## config.mk

```make
export PLATFORM = sky130hd
export DESIGN_NAME = product_accumulator
export DESIGN_NICKNAME = d
export VERILOG_FILES = /design/src/rtl/product_accumulator_pkg.sv /design/src/rtl/acc_sat_adder.sv /design/src/rtl/product_accumulator.sv
export SDC_FILE = /design/constraint.sdc
export NUM_CORES = 1
export LEC_CHECK = 0
export ABC_AREA = 1
export BUFFER_PORTS_ARGS = -buffer_cell sky130_fd_sc_hd__buf_2
export CAP_MARGIN = 0
export CORE_ASPECT_RATIO = 1.75
export CORE_UTILIZATION = 58
export DETAILED_ROUTE_END_ITERATION = 6
export PLACE_DENSITY_LB_ADDON = 0.15
export SYNTH_ARGS = -nofsm -noshare
export SYNTH_HDL_FRONTEND = slang
export SYNTH_SLANG_ARGS = --single-unit
```

## constraint.sdc

```tcl
create_clock -name CLK -period 2.31 [get_ports CLK]
set_input_delay 0.3465 -clock CLK [delete_from_list [all_inputs] [get_ports CLK]]
set_output_delay 0.3465 -clock CLK [all_outputs]
set_load 0.02 [all_outputs]
```

## src/rtl/product_accumulator_pkg.sv

```systemverilog
// Shared types and default widths for the product accumulator slice.
// PROD_W matches the multiplier product; ACC_W adds 8 guard bits.
package product_accumulator_pkg;

   localparam int PROD_W_DEF = 32;
   localparam int ACC_W_DEF  = 40;
   localparam int LEN_W_DEF  = 8;

   typedef enum logic {
      ACCUM = 1'b0,
      HOLD  = 1'b1
   } state_t;

endpackage

```

## src/rtl/acc_sat_adder.sv

```systemverilog
// ACC_W-bit unsigned adder reporting the carry out of the top bit.
// With PRODUCT_ACCUMULATOR_SAT_EN defined, the sum clamps to all-ones on carry.
module acc_sat_adder #(
   parameter int ACC_W = 40
) (
   input  logic [ACC_W-1:0] a,
   input  logic [ACC_W-1:0] b,
   output logic [ACC_W-1:0] sum,
   output logic             carry
);

   logic [ACC_W:0] raw;

   assign raw   = {1'b0, a} + {1'b0, b};
   assign carry = raw[ACC_W];

`ifdef PRODUCT_ACCUMULATOR_SAT_EN
   // Once clamped, later terms keep carrying (or add zero), so the sum stays pinned.
   assign sum = carry ? {ACC_W{1'b1}} : raw[ACC_W-1:0];
`else
   assign sum = raw[ACC_W-1:0];
`endif

endmodule

```

## src/rtl/product_accumulator.sv

```systemverilog
// Streaming dot-product accumulator fed by the multiplier PRODUCT stream.
// Optional clamp-on-overflow is compiled in with PRODUCT_ACCUMULATOR_SAT_EN.
module product_accumulator
   import product_accumulator_pkg::*;
#(
   parameter int PROD_W = PROD_W_DEF,
   parameter int ACC_W  = ACC_W_DEF,
   parameter int LEN_W  = LEN_W_DEF
) (
   input  logic              CLK,
   input  logic              RST_N,
   input  logic              IN_VALID,
   output logic              IN_READY,
   input  logic [PROD_W-1:0] PRODUCT,
   input  logic              IN_LAST,
   output logic              OUT_VALID,
   input  logic              OUT_READY,
   output logic [ACC_W-1:0]  ACC_OUT,
   output logic [LEN_W-1:0]  OUT_COUNT,
   output logic              OVERFLOW
);

   state_t             state;
   state_t             state_next;
   logic [ACC_W-1:0]   acc;
   logic [ACC_W-1:0]   sum;
   logic               carry;
   logic [LEN_W-1:0]   cnt;
   logic [LEN_W-1:0]   cnt_inc;
   logic               ovf;
   logic               accept;

   // Both handshake flags come straight from the state register, no input feedthrough.
   assign IN_READY  = (state == ACCUM);
   assign OUT_VALID = (state == HOLD);
   assign accept    = IN_VALID && IN_READY;
   assign cnt_inc   = (cnt == {LEN_W{1'b1}}) ? cnt : cnt + LEN_W'(1);

   acc_sat_adder #(
      .ACC_W(ACC_W)
   ) u_adder (
      .a    (acc),
      .b    (ACC_W'(PRODUCT)),
      .sum  (sum),
      .carry(carry)
   );

   always_ff @(posedge CLK) begin
      if (!RST_N) begin
         state <= ACCUM;
      end else begin
         state <= state_next;
      end
   end

   always_comb begin
      state_next = state;
      case (state)
         ACCUM:   if (accept && IN_LAST) state_next = HOLD;
         HOLD:    if (OUT_READY) state_next = ACCUM;
         default: state_next = ACCUM;
      endcase
   end

   // The final term goes straight into the result registers and restarts the running sum.
   always_ff @(posedge CLK) begin
      if (!RST_N) begin
         acc       <= '0;
         cnt       <= '0;
         ovf       <= 1'b0;
         ACC_OUT   <= '0;
         OUT_COUNT <= '0;
         OVERFLOW  <= 1'b0;
      end else if (accept) begin
         if (IN_LAST) begin
            ACC_OUT   <= sum;
            OUT_COUNT <= cnt_inc;
            OVERFLOW  <= ovf | carry;
            acc       <= '0;
            cnt       <= '0;
            ovf       <= 1'b0;
         end else begin
            acc <= sum;
            cnt <= cnt_inc;
            ovf <= ovf | carry;
         end
      end
   end

endmodule

```

After elaboration in Yosys (flattened, before gate mapping)

Cells that the tools add are included.

$add $sub $neg: 2
Multipliers: 0
Div/mod/pow operators: 0
$lt $le $gt $ge: 0
Equal/unequal tests: 1
Shift operators: 0
Multiplexer cells: 7
Bitwise logic cells: 2
Reduce and logical (&&, ||, !) cells: 3

Operator list:

| kind                                         | number |
|---|---|
| adder 40 x 32 -> 41 bit                      | 1 |
| two-way mux 40 bit                           | 1 |
| two-way mux 8 bit                            | 2 |
| adder 8 x 1 -> 8 bit (second input constant) | 1 |
| == test 8 bit (second input constant)        | 1 |
| two-way mux 1 bit                            | 3 |
| logical AND 1 bit                            | 2 |
| case mux 1 bit (2 select lines)              | 1 |
| AND reduction 2 bit                          | 1 |
| NOT 1 bit                                    | 1 |
| OR 1 bit                                     | 1 |

Flip-flop bits (word level): 99
Latch bits: 0
RAM bits: 0
Memory bits (read-only): 0
Input port bits: 37
Output and inout bits: 51
Word-level logic and storage cells: 22
Memories kept: 0

Logic depth before layout (Yosys ltp)

Gate-level depths: netlist (run 1).

Depth in word-level cells: 5
Gate-level depth with buffers: 15
Depth with buffers taken out: 15

Hierarchy

From an unflattened synthesis (run 1), not the netlist that was laid out.

Cells, all modules: 1103
Area, all modules: 6716.4 um^2

Modules (own cells, without submodules):

| module              | times used | cells an instance | area an instance (um^2) | sequential area each (um^2) |
|---|---|---|---|---|
| product_accumulator | 1          | 479               | 3672.3                  | 1981.9 |
| acc_sat_adder       | 1          | 624               | 3044.2                  | 0.0 |

Least setup slack after synthesis (run 1)

Ideal clock, no wire load.

Path kind: input to register
Start: input port PRODUCT[0]
End: register acc[32]
Arrival: 1.824 ns
Data required time: 2.178 ns
Path slack: 0.353 ns
Cell stages on the path: 15
Buffers on the path: 0
Cells stage by stage: ha_1 -> inv_1 -> fa_1 -> inv_1 -> nand3_1 -> nand3_1 -> nand2_1 -> nand2_2 -> nand3_1 -> nand2_1 -> nand2_1 -> nand2_1 -> nand2_1 -> nand3_1 -> a21oi_1

Cells in the longest elaborated chain, start to end: 2

Ends and longest elaborated chain:

| what                    | line                      | RTL |
|---|---|---|
| from (decl)             | product_accumulator.sv:14 | `input logic [PROD_W-1:0] PRODUCT,` |
| adder 40 x 32 -> 41 bit | acc_sat_adder.sv:14       | `assign raw = {1'b0, a} + {1'b0, b};` |
| two-way mux 40 bit      | product_accumulator.sv:75 | `if (IN_LAST) begin` |
| to (signal assigned)    | product_accumulator.sv:83 | `acc <= sum;` |
| to (decl)               | product_accumulator.sv:25 | `logic [ACC_W-1:0] acc;` |

No other way between the ends.
A chain may end at the register's enable or synchronous reset.

Worst setup path in the final report (run 1)

Start: register acc[0]
End: register acc[34]

Cells in the longest elaborated chain, start to end: 2

Ends and longest elaborated chain:

| what                    | line |
|---|---|
| adder 40 x 32 -> 41 bit | acc_sat_adder.sv:14 |
| two-way mux 40 bit      | product_accumulator.sv:75 |

No other way between the ends.

==> impl_metrics.toml, run 1 <==
[pwr]
power.internal_mw = 3.055
pwr-share-clk_pct = 38.3
peakVddDrop_mv = 0.3988
seqPwrFrac_pct = 41.8
net-switching-power_mw = 1.312
powerDensity_nw_per_um2 = 611.4
switching_share_pct = 30.04
p_leak_nw = 3.785
power_frac_comb_pct = 19.9

[job]
drv_cap = 0

[clock_network]
clk_latency_ps = 350
htree_num_levels = 3
cts_max_path_buffers = 2
cts_buffers = 9
root_buffer = "clkbuf_16"
postCtsHoldBufs = 0
cts.sinks = 99
cts_tree = "yes"
clk_pin_slew_ps = 70

[drt]
num_vias = 6287
dr.first_iter.drc_count = 285
avgRoutedWirePerCell_um = 14.58
firstDrtPassIters = 6
drc = 0
viasPerCell = 5.292
antenna_left = 0
wl_um = 17320

[layout]
final_common_cell = "nand2_1"
num_antenna_cells = 0
final_cell_mix = "nand2_1, inv_1, dfxtp_1, buf_2, a21oi_1"
drive_above_1_share_pct = 14.70
area_delta_synth_final_pct = 15.52
layout.nets = 1128

[setup_path]
worstSetupStartpointType = "flip-flop"
path_max_fanout = 3
worstSetupPathType = "reg -> reg"
worstSetupEndpointType = "flip-flop"
crit_required_ps = 2520
cp.arrival_ps = 2320

[yosys]
synth_fp_nets = 1040
yosys_warnings = 0
synth_edf_count = 0
netlist_area_um2 = 6182
synthCells = 969
synth.avg_cell_area_um2 = 6.380
synth_cell_types = 34
synth.mux.area_fraction_pct = 0
synth-simple-area-share_pct = 36.77
synth_top_family_by_area = "simple AND/OR/NAND/NOR gates"
synth_fa_ha_area_share_pct = 7.003
ys.flop_type = "dfxtp_1"
async_reset_ff_share_pct = 0
ys_ff_latch = 99
synth_xor_area_share_pct = 3.400
yosysSeqAreaShare_pct = 32.06
synth_compound_area_share_pct = 11.15

[timing]
grt_setup_unrepaired = "false"
tightest_slew_ps = 614.6
whs_ps = 175.7
fin_crit_sh_pct = 91.42
finalCriticalPeriod_ps = 2112
final.setup_skew_ps = 8.868
setup_tns_ps = 0
final_hold_viol_count = 0
finalMaxSlewViolations = 0
slew-limit-headroom_pct = 59.03
fmaxAchievable_mhz = 473.6
setup_violations = 0

[place]
io_buffers = 87
gp_congestion = 1.017
hpwl_um = 13140

[floorplan]
die_x_um = 80.05
die_h_um = 138.6
io_pins = 88
die_area_um2 = 11090
num_rows = 49
initial_utilization_pct = 60.02
core_um2 = 10300

[global_routing]
overflow = 0
grt_pass1_wl_um = 27630
grt_pass1_vias = 6082
grt_max_degree = 50
grt_use_total_pct = 32.17
antenna_found_initial = 0

[min_path]
hold_path_class = "in -> reg"

[status]
status = "completed"
==> what timing repair did <==
action                                  in CTS  in global routing
endpoints found under the setup margin       0                  4
setup buffers                                0                  0
gates resized for setup                      0                  3
==> critical path: stages (launching register included) <==
cell and delay (ps):
dfxtp_1 340, ha_2 210, inv_1 60, fa_2 350, inv_1 80, buf_4 110, nand3_1 80, nand3_2 120
nand2_1 70, nand2_2 110, nand2_1 130, nand2_1 90, nand2_1 60, nand3_1 80, a21oi_1 70
==> per-stage QoR <==
| stage | setup slack, ps | cell area [um^2] | cells | power (mW) | utilization [%] |
|---|---|---|---|---|---|
| floorplan | 353.5 | 6182 | 969 | 2.452 | - |
| global placement | 136.1 | 6813 | 1173 | 2.711 | 66.14 |
| detailed placement | 68.75 | 6813 | 1173 | 2.720 | 66.14 |
| CTS | 141.3 | 7134 | 1188 | 4.373 | 69.27 |
| global route | 48.79 | 7142 | 1188 | 4.537 | 69.34 |
| finish | 198.3 | 7142 | 1188 | 4.366 | 69.34 |
==> cells in the mapped netlist, types with 2 or more instances <==
library cell / number / area, um^2
o21ai_0: 12 / 60.06
o21bai_1: 2 / 15.01
nor2_4: 2 / 22.52
xnor2_1: 5 / 43.79
or2_2: 2 / 12.51
nand3_2: 10 / 100.1
buf_2: 7 / 35.03
clkbuf_1: 17 / 63.81
nand2_2: 10 / 62.56
inv_2: 4 / 15.01
a22o_1: 24 / 210.2
nand3_1: 66 / 330.3
a21oi_1: 72 / 360.4
xor2_1: 19 / 166.4
nor3_1: 7 / 35.03
inv_1: 127 / 476.7
nand2_1: 359 / 1348
nor2_1: 67 / 251.5
nor4_1: 3 / 18.77
nor2_2: 7 / 43.79
or2_1: 4 / 25.02
dfxtp_1: 99 / 1982
ha_1: 33 / 412.9
==> routing by layer <==
layer	share of wire [%]	track usage, %	up-vias	wire (um)
li1	-	-	3228	-
met1	37	30.92	2832	6443
met5	0	0	-	0
met2	54	62.35	165	9363
met4	5.2	18.52	0	905
met3	3.5	4.013	62	604
==> kinds of logic (layout without fill, tap and decap cells) <==
kind of cell,after synthesis,after routing
simple gates,540,540
flops,99,99
fa+ha+maj,34,34
xor+xnor,24,24
compound gates,116,116
buf+inv,156,248
==> power by group through the flow <==
stage / logic, mW / clock network, mW / registers (mW)
global placement: 0.850 / 0 / 1.86
detailed placement: 0.856 / 0 / 1.86
CTS: 0.863 / 1.69 / 1.82
global route: 0.956 / 1.75 / 1.83
finish: 0.868 / 1.67 / 1.82
floorplan: 0.544 / 0 / 1.91
==> path summary, 6_finish.rpt <==
kind	start	to	slack (ps)	depth (start not counted)
worst min-delay path	OUT_READY	OUT_VALID	180	2
worst max-delay path	acc[0]	acc[34]	200	14
worst min register to register	ACC_OUT[25]	ACC_OUT[25]	450	2
worst max register to register	acc[0]	acc[34]	200	14
==> area by class of cell <==
class                      instances  area, um^2
sequential                        99        1982
timing repair buffer             101       565.5
fill                             965        3158
inverter                         132       495.5
multi-input combinational        714        3618
clock buffer                      10       239.0
tap                              127       158.9
clock inverter                     5       82.58
==> registers in the layout, indices dropped and copies added, names as in the netlist <==
name / flops
ovf: 1
OUT_VALID: 1
OVERFLOW: 1
ACC_OUT: 40
cnt: 8
acc: 40
OUT_COUNT: 8
Note: power is estimated with default switching activity, not from simulation.
==> inputs of run 2 (changes only) <==
--- a/config.mk
+++ b/config.mk
@@ -9,9 +9,10 @@
 export BUFFER_PORTS_ARGS = -buffer_cell sky130_fd_sc_hd__buf_2
 export CAP_MARGIN = 0
 export CORE_ASPECT_RATIO = 1.75
-export CORE_UTILIZATION = 58
+export CORE_UTILIZATION = 59
 export DETAILED_ROUTE_END_ITERATION = 6
 export PLACE_DENSITY_LB_ADDON = 0.15
 export SYNTH_ARGS = -nofsm -noshare
 export SYNTH_HDL_FRONTEND = slang
+export SYNTH_HIERARCHICAL = 1
 export SYNTH_SLANG_ARGS = --single-unit
==> run 2 against run 1 <==
Net effect:
- largest cell class unchanged
- synthesized cell count increased by 14%
- highest routed layer unchanged
- critical path depth shrank 6
- clock skew down 2.1 ps
- setup slack got worse by 53 ps
- final area is 8.4% higher
- routed wire length up 19%
==> impl_metrics.toml, run 2 <==
[yosys]
ys_ff_latch = 99
synth_common_cells = "nand2_1, inv_1, dfxtp_1"
synthCells = 1103
synth_edf_count = 0
synthTopCellsByArea = "dfxtp_1, nand2_1, inv_1, ha_1, nand3_1"
synth.avg_cell_area_um2 = 6.089
ys.flop_type = "dfxtp_1"
netlist_area_um2 = 6716
synth_cell_types = 33
yosys_warnings = 6
yosysSeqAreaShare_pct = 29.51
async_reset_ff_share_pct = 0
synth_largest_area_cell = "dfxtp_1"
netlist.area_leader.share_pct = 29.51
synthMostInstantiatedCell = "nand2_1"

[floorplan]
io_pins = 88
die_h_um = 143.1
die_area_um2 = 11830
num_rows = 51
core_um2 = 11100
initial_utilization_pct = 60.49
die_x_um = 82.66

[layout]
fillers = 1074
final_cell_mix = "nand2_1, inv_1, dfxtp_1, nand3_1, buf_2"
layout.nets = 1281
num_antenna_cells = 0
drive_above_1_share_pct = 15.08
final_common_cell = "nand2_1"
area_delta_synth_final_pct = 15.31
top_regs = "ACC_OUT: 40 flops, acc: 40 flops"

[clock_network]
cts_tree = "yes"
cts_max_path_buffers = 2
cts_buffers = 9
clk_latency_ps = 350
post-cts-setup-buffer-count = 0
cts.sinks = 99
clk_pin_slew_ps = 80
root_buffer = "clkbuf_16"
htree_num_levels = 3

[timing]
final_hold_viol_count = 0
setup_violations = 0
whs_ps = 175.5
finalCriticalPeriod_ps = 2165
finalMaxSlewViolations = 0
setup_tns_ps = 0
fin_crit_sh_pct = 93.72
grt_setup_unrepaired = "false"
fmaxAchievable_mhz = 461.9
final.setup_skew_ps = 6.723

[place]
io_buffers = 87
gp_congestion = 0.9766
hpwl_um = 15940

[global_routing]
antenna_found_initial = 0
overflow = 0
grt_pass1_vias = 6896
grt_max_degree = 43
grt_use_total_pct = 37.65
grt_pass1_wl_um = 33130

[drt]
firstDrtPassIters = 5
wl_um = 20680
viasPerCell = 5.374
route.met3.wl_um = 1217
dr.first_iter.drc_count = 543
wl_met1_um = 7225
drc = 0
antenna_left = 0
top_layer_used = "met4"
met2WireLength_um = 10710
num_vias = 7196
avgRoutedWirePerCell_um = 15.44

[pwr]
peakVddDrop_mv = 0.5517
powerDensity_nw_per_um2 = 594.8
p_leak_nw = 4.285

[min_path]
hold_path_class = "in -> reg"

[job]
drv_cap = 0

[setup_path]
crit_required_ps = 2600
worstSetupEndpointType = "flip-flop"
worstSetupPathType = "reg -> reg"
worstSetupStartpointType = "flip-flop"
cp.arrival_ps = 2450
path_max_fanout = 4

[status]
status = "completed"
==> run 2: cell type report <==
type	instances	area (um^2)	area share, %
Clock buffer	10	239.0	3.086
Clock inverter	6	78.83	1.018
Inverter	143	536.8	6.931
Multi-Input combinational cell	837	4095	52.88
Sequential cell	99	1982	25.59
Tap cell	132	165.2	2.132
Timing Repair Buffer	112	648.1	8.368
==> run 2: cell families (layout without fill, tap and decap cells) <==
group / after synthesis / in the layout / synth area share (%)
flops: 99 / 99 / 29.51
xor+xnor: 22 / 22 / 2.869
simple gates: 659 / 659 / 40.93
fa+ha+maj: 42 / 42 / 7.936
buf+inv: 174 / 271 / 10.47
other cells: 1 / 8 / 0.05583
compound gates: 106 / 106 / 8.234
==> run 2: power breakdown <==
group / internal, mW / switching [mW]
logic: 0.366 / 0.752
registers: 1.80 / 0.0564
clock network: 0.896 / 0.739
total: 3.06 / 1.55
==> run 2: what timing repair did <==
action | CTS | global route
setup endpoints to repair | 0 | 5
resized for setup | 0 | 11
hold buffers | 0 | 0
==> run 2: final timing paths <==
path                from           to  slack, ps  depth (start not counted)
max               acc[7]       acc[9]        140                          8
min            OUT_READY    OUT_VALID        180                          2
max reg2reg       acc[7]       acc[9]        140                          8
min reg2reg  ACC_OUT[19]  ACC_OUT[19]        470                          2
==> run 2: metrics by stage <==
| step | setup WS, ps | utilization (%) | power (mW) | cell area (um^2) | cells |
|---|---|---|---|---|---|
| 2_1_floorplan | 161.4 | - | 2.616 | 6743 | 1110 |
| 3_3_place_gp | 54.54 | 66.60 | 2.958 | 7395 | 1323 |
| 3_5_place_dp | 24.25 | 66.60 | 2.971 | 7395 | 1323 |
| 4_1_cts | 131.7 | 69.46 | 4.599 | 7712 | 1339 |
| 5_1_grt | 12.96 | 69.75 | 4.821 | 7745 | 1339 |
| 6_report | 145.0 | 69.75 | 4.607 | 7745 | 1339 |
==> run 2: per-layer routing <==
metal	vias to the layer above	global-route usage (%)
li1	3619	-
met1	3228	35.99
met4	0	28.49
met5	-	0
met3	90	9.712
met2	259	66.09
==> run 2: worst max-delay path, stage by stage (launching register included) <==
cell	delay, ps
dfxtp_1	330
ha_1	370
nand2_1	130
nor2_1	290
nand2_1	140
nand3_1	180
xor2_1	440
nand2_1	100
a21oi_1	120
==> inputs of run 3 (changes only) <==
--- a/config.mk
+++ b/config.mk
@@ -12,6 +12,7 @@
 export CORE_UTILIZATION = 59
 export DETAILED_ROUTE_END_ITERATION = 6
 export PLACE_DENSITY_LB_ADDON = 0.15
+export RECOVER_POWER = 100
 export SYNTH_ARGS = -nofsm -noshare
 export SYNTH_HDL_FRONTEND = slang
 export SYNTH_HIERARCHICAL = 1
==> run 3 against run 2 <==
Net effect:
- core utilization shrank 0.99 points
- combinational power is essentially flat
- critical endpoint unchanged
- clock power is essentially flat
- clock skew is essentially flat
- highest routed layer unchanged
==> impl_metrics.toml, run 3 (same netlist as run 2, synthesis figures left out) <==
[clock_network]
clk_latency_ps = 350
cts_tree = "yes"
clk_pin_slew_ps = 80
post-cts-setup-buffer-count = 0
cts_max_path_buffers = 2
htree_num_levels = 3
root_buffer = "clkbuf_16"
cts.sinks = 99
cts_resized = 0
cts_buffers = 9
postCtsHoldBufs = 0

[setup_path]
r2r-start = "acc[7]"
crit_required_ps = 2600
path_max_fanout = 4
cp_common_cell = "nand2_1"
worstSetupPathType = "reg -> reg"
max_stage_delay_ps = 430
cp.arrival_ps = 2470
crit_chain = "ha_1, nand2_1, nor2_1, nand2_1, nand3_1, xor2_1, nand2_1, a21oi_1"
worstSetupEndpointType = "flip-flop"
cp_slowest_cell = "xor2_1"
crit_start = "acc[7]"
worstSetupStartpointType = "flip-flop"

[timing]
finalCriticalPeriod_ps = 2184
fmaxAchievable_mhz = 457.8
whs_ps = 175.6
tightest_slew_ps = 1029
final.setup_skew_ps = 7.185
slew-limit-headroom_pct = 31.38
setup_tns_ps = 0
grt_setup_unrepaired = "false"
fin_ws_ps = 125.7
setup_violations = 0
finalMaxSlewViolations = 0
fin_crit_sh_pct = 94.56
final_hold_viol_count = 0

[drt]
viasPerCell = 5.353
antenna_left = 0
num_vias = 7168
avgRoutedWirePerCell_um = 15.40
wl_um = 20620
firstDrtPassIters = 5
dr.first_iter.drc_count = 583
drc = 0

[layout]
fillers = 1113
drive_above_1_share_pct = 9.693
final_cell_mix = "nand2_1, inv_1, dfxtp_1, nand3_1, a21oi_1"
top_regs = "ACC_OUT: 40 flops, acc: 40 flops"
final_common_cell = "nand2_1"
num_antenna_cells = 0
area_delta_synth_final_pct = 13.67
stdcell_area_um2 = 7635
layout.nets = 1281

[pwr]
power_frac_comb_pct = 23.8
peakVddDrop_mv = 0.5465
power.internal_mw = 3.038
p_leak_nw = 4.046
switching_share_pct = 33.75
net-switching-power_mw = 1.548
powerDensity_nw_per_um2 = 600.6
seqPwrFrac_pct = 40.5
pwr-share-clk_pct = 35.7

[place]
io_buffers = 87
place_ws_ps = 24.25
gp_congestion = 0.9766
hpwl_um = 15940
place_area_um2 = 7395

[floorplan]
num_rows = 51
die_h_um = 143.1
initial_utilization_pct = 60.49
io_pins = 88
die_x_um = 82.66
die_area_um2 = 11830
core_um2 = 11100

[min_path]
hold_path_class = "in -> reg"
min_from = "OUT_READY"

[global_routing]
grt_pass1_vias = 6896
antenna_found_initial = 0
grt_pass1_wl_um = 33130
grt_use_total_pct = 37.65
overflow = 0
grt_max_degree = 43

[job]
drv_cap = 0

[status]
status = "completed"
==> run 3: power by group through the flow <==
stage,registers (mW),clock network [mW],logic (mW)
finish,1.86,1.64,1.09
global route,1.87,1.71,1.22
CTS,1.85,1.66,1.08
detailed placement,1.89,0,1.08
global placement,1.89,0,1.07
floorplan,1.94,0,0.673
==> run 3: area by class of cell <==
type / count / area (um^2) / area share [%]
sequential: 99 / 1982 / 25.96
timing repair buffer: 112 / 563.0 / 7.375
tap: 132 / 165.2 / 2.163
clock buffer: 10 / 239.0 / 3.130
clock inverter: 6 / 78.83 / 1.032
multi-input combinational: 837 / 4070 / 53.31
inverter: 143 / 536.8 / 7.030
==> run 3: stage by stage <==
step	cells	util (%)	power, mW
after floorplan	1110	-	2.616
after global placement	1323	66.60	2.958
after detailed placement	1323	66.60	2.971
after CTS	1339	69.46	4.599
after global routing	1339	68.76	4.798
final	1339	68.76	4.586
==> run 3: worst paths after layout <==
| kind | end | slack (ps) | depth (start not counted) |
|---|---|---|---|
| worst max register to register | acc[9] | 130 | 8 |
| worst min-delay path | OUT_VALID | 180 | 2 |
| worst max-delay path | acc[9] | 130 | 8 |
| worst min register to register | ACC_OUT[19] | 470 | 2 |
==> run 3: worst max-delay path: cells and delay by family (launching register included) <==
kind / cells / cell delay [ps]
simple gates: 5 / 840
xor+xnor: 1 / 430
fa+ha+maj: 1 / 370
flops: 1 / 330
compound gates: 1 / 150
==> run 3: layer usage <==
| metal | track usage (%) | part of all wire, % | vias to the layer above |
|---|---|---|---|
| met5 | 0 | 0 | - |
| met4 | 28.49 | 7.6 | 0 |
| met3 | 9.712 | 5.5 | 91 |
| met2 | 66.09 | 51 | 227 |
| met1 | 35.99 | 35 | 3226 |
| li1 | - | - | 3624 |
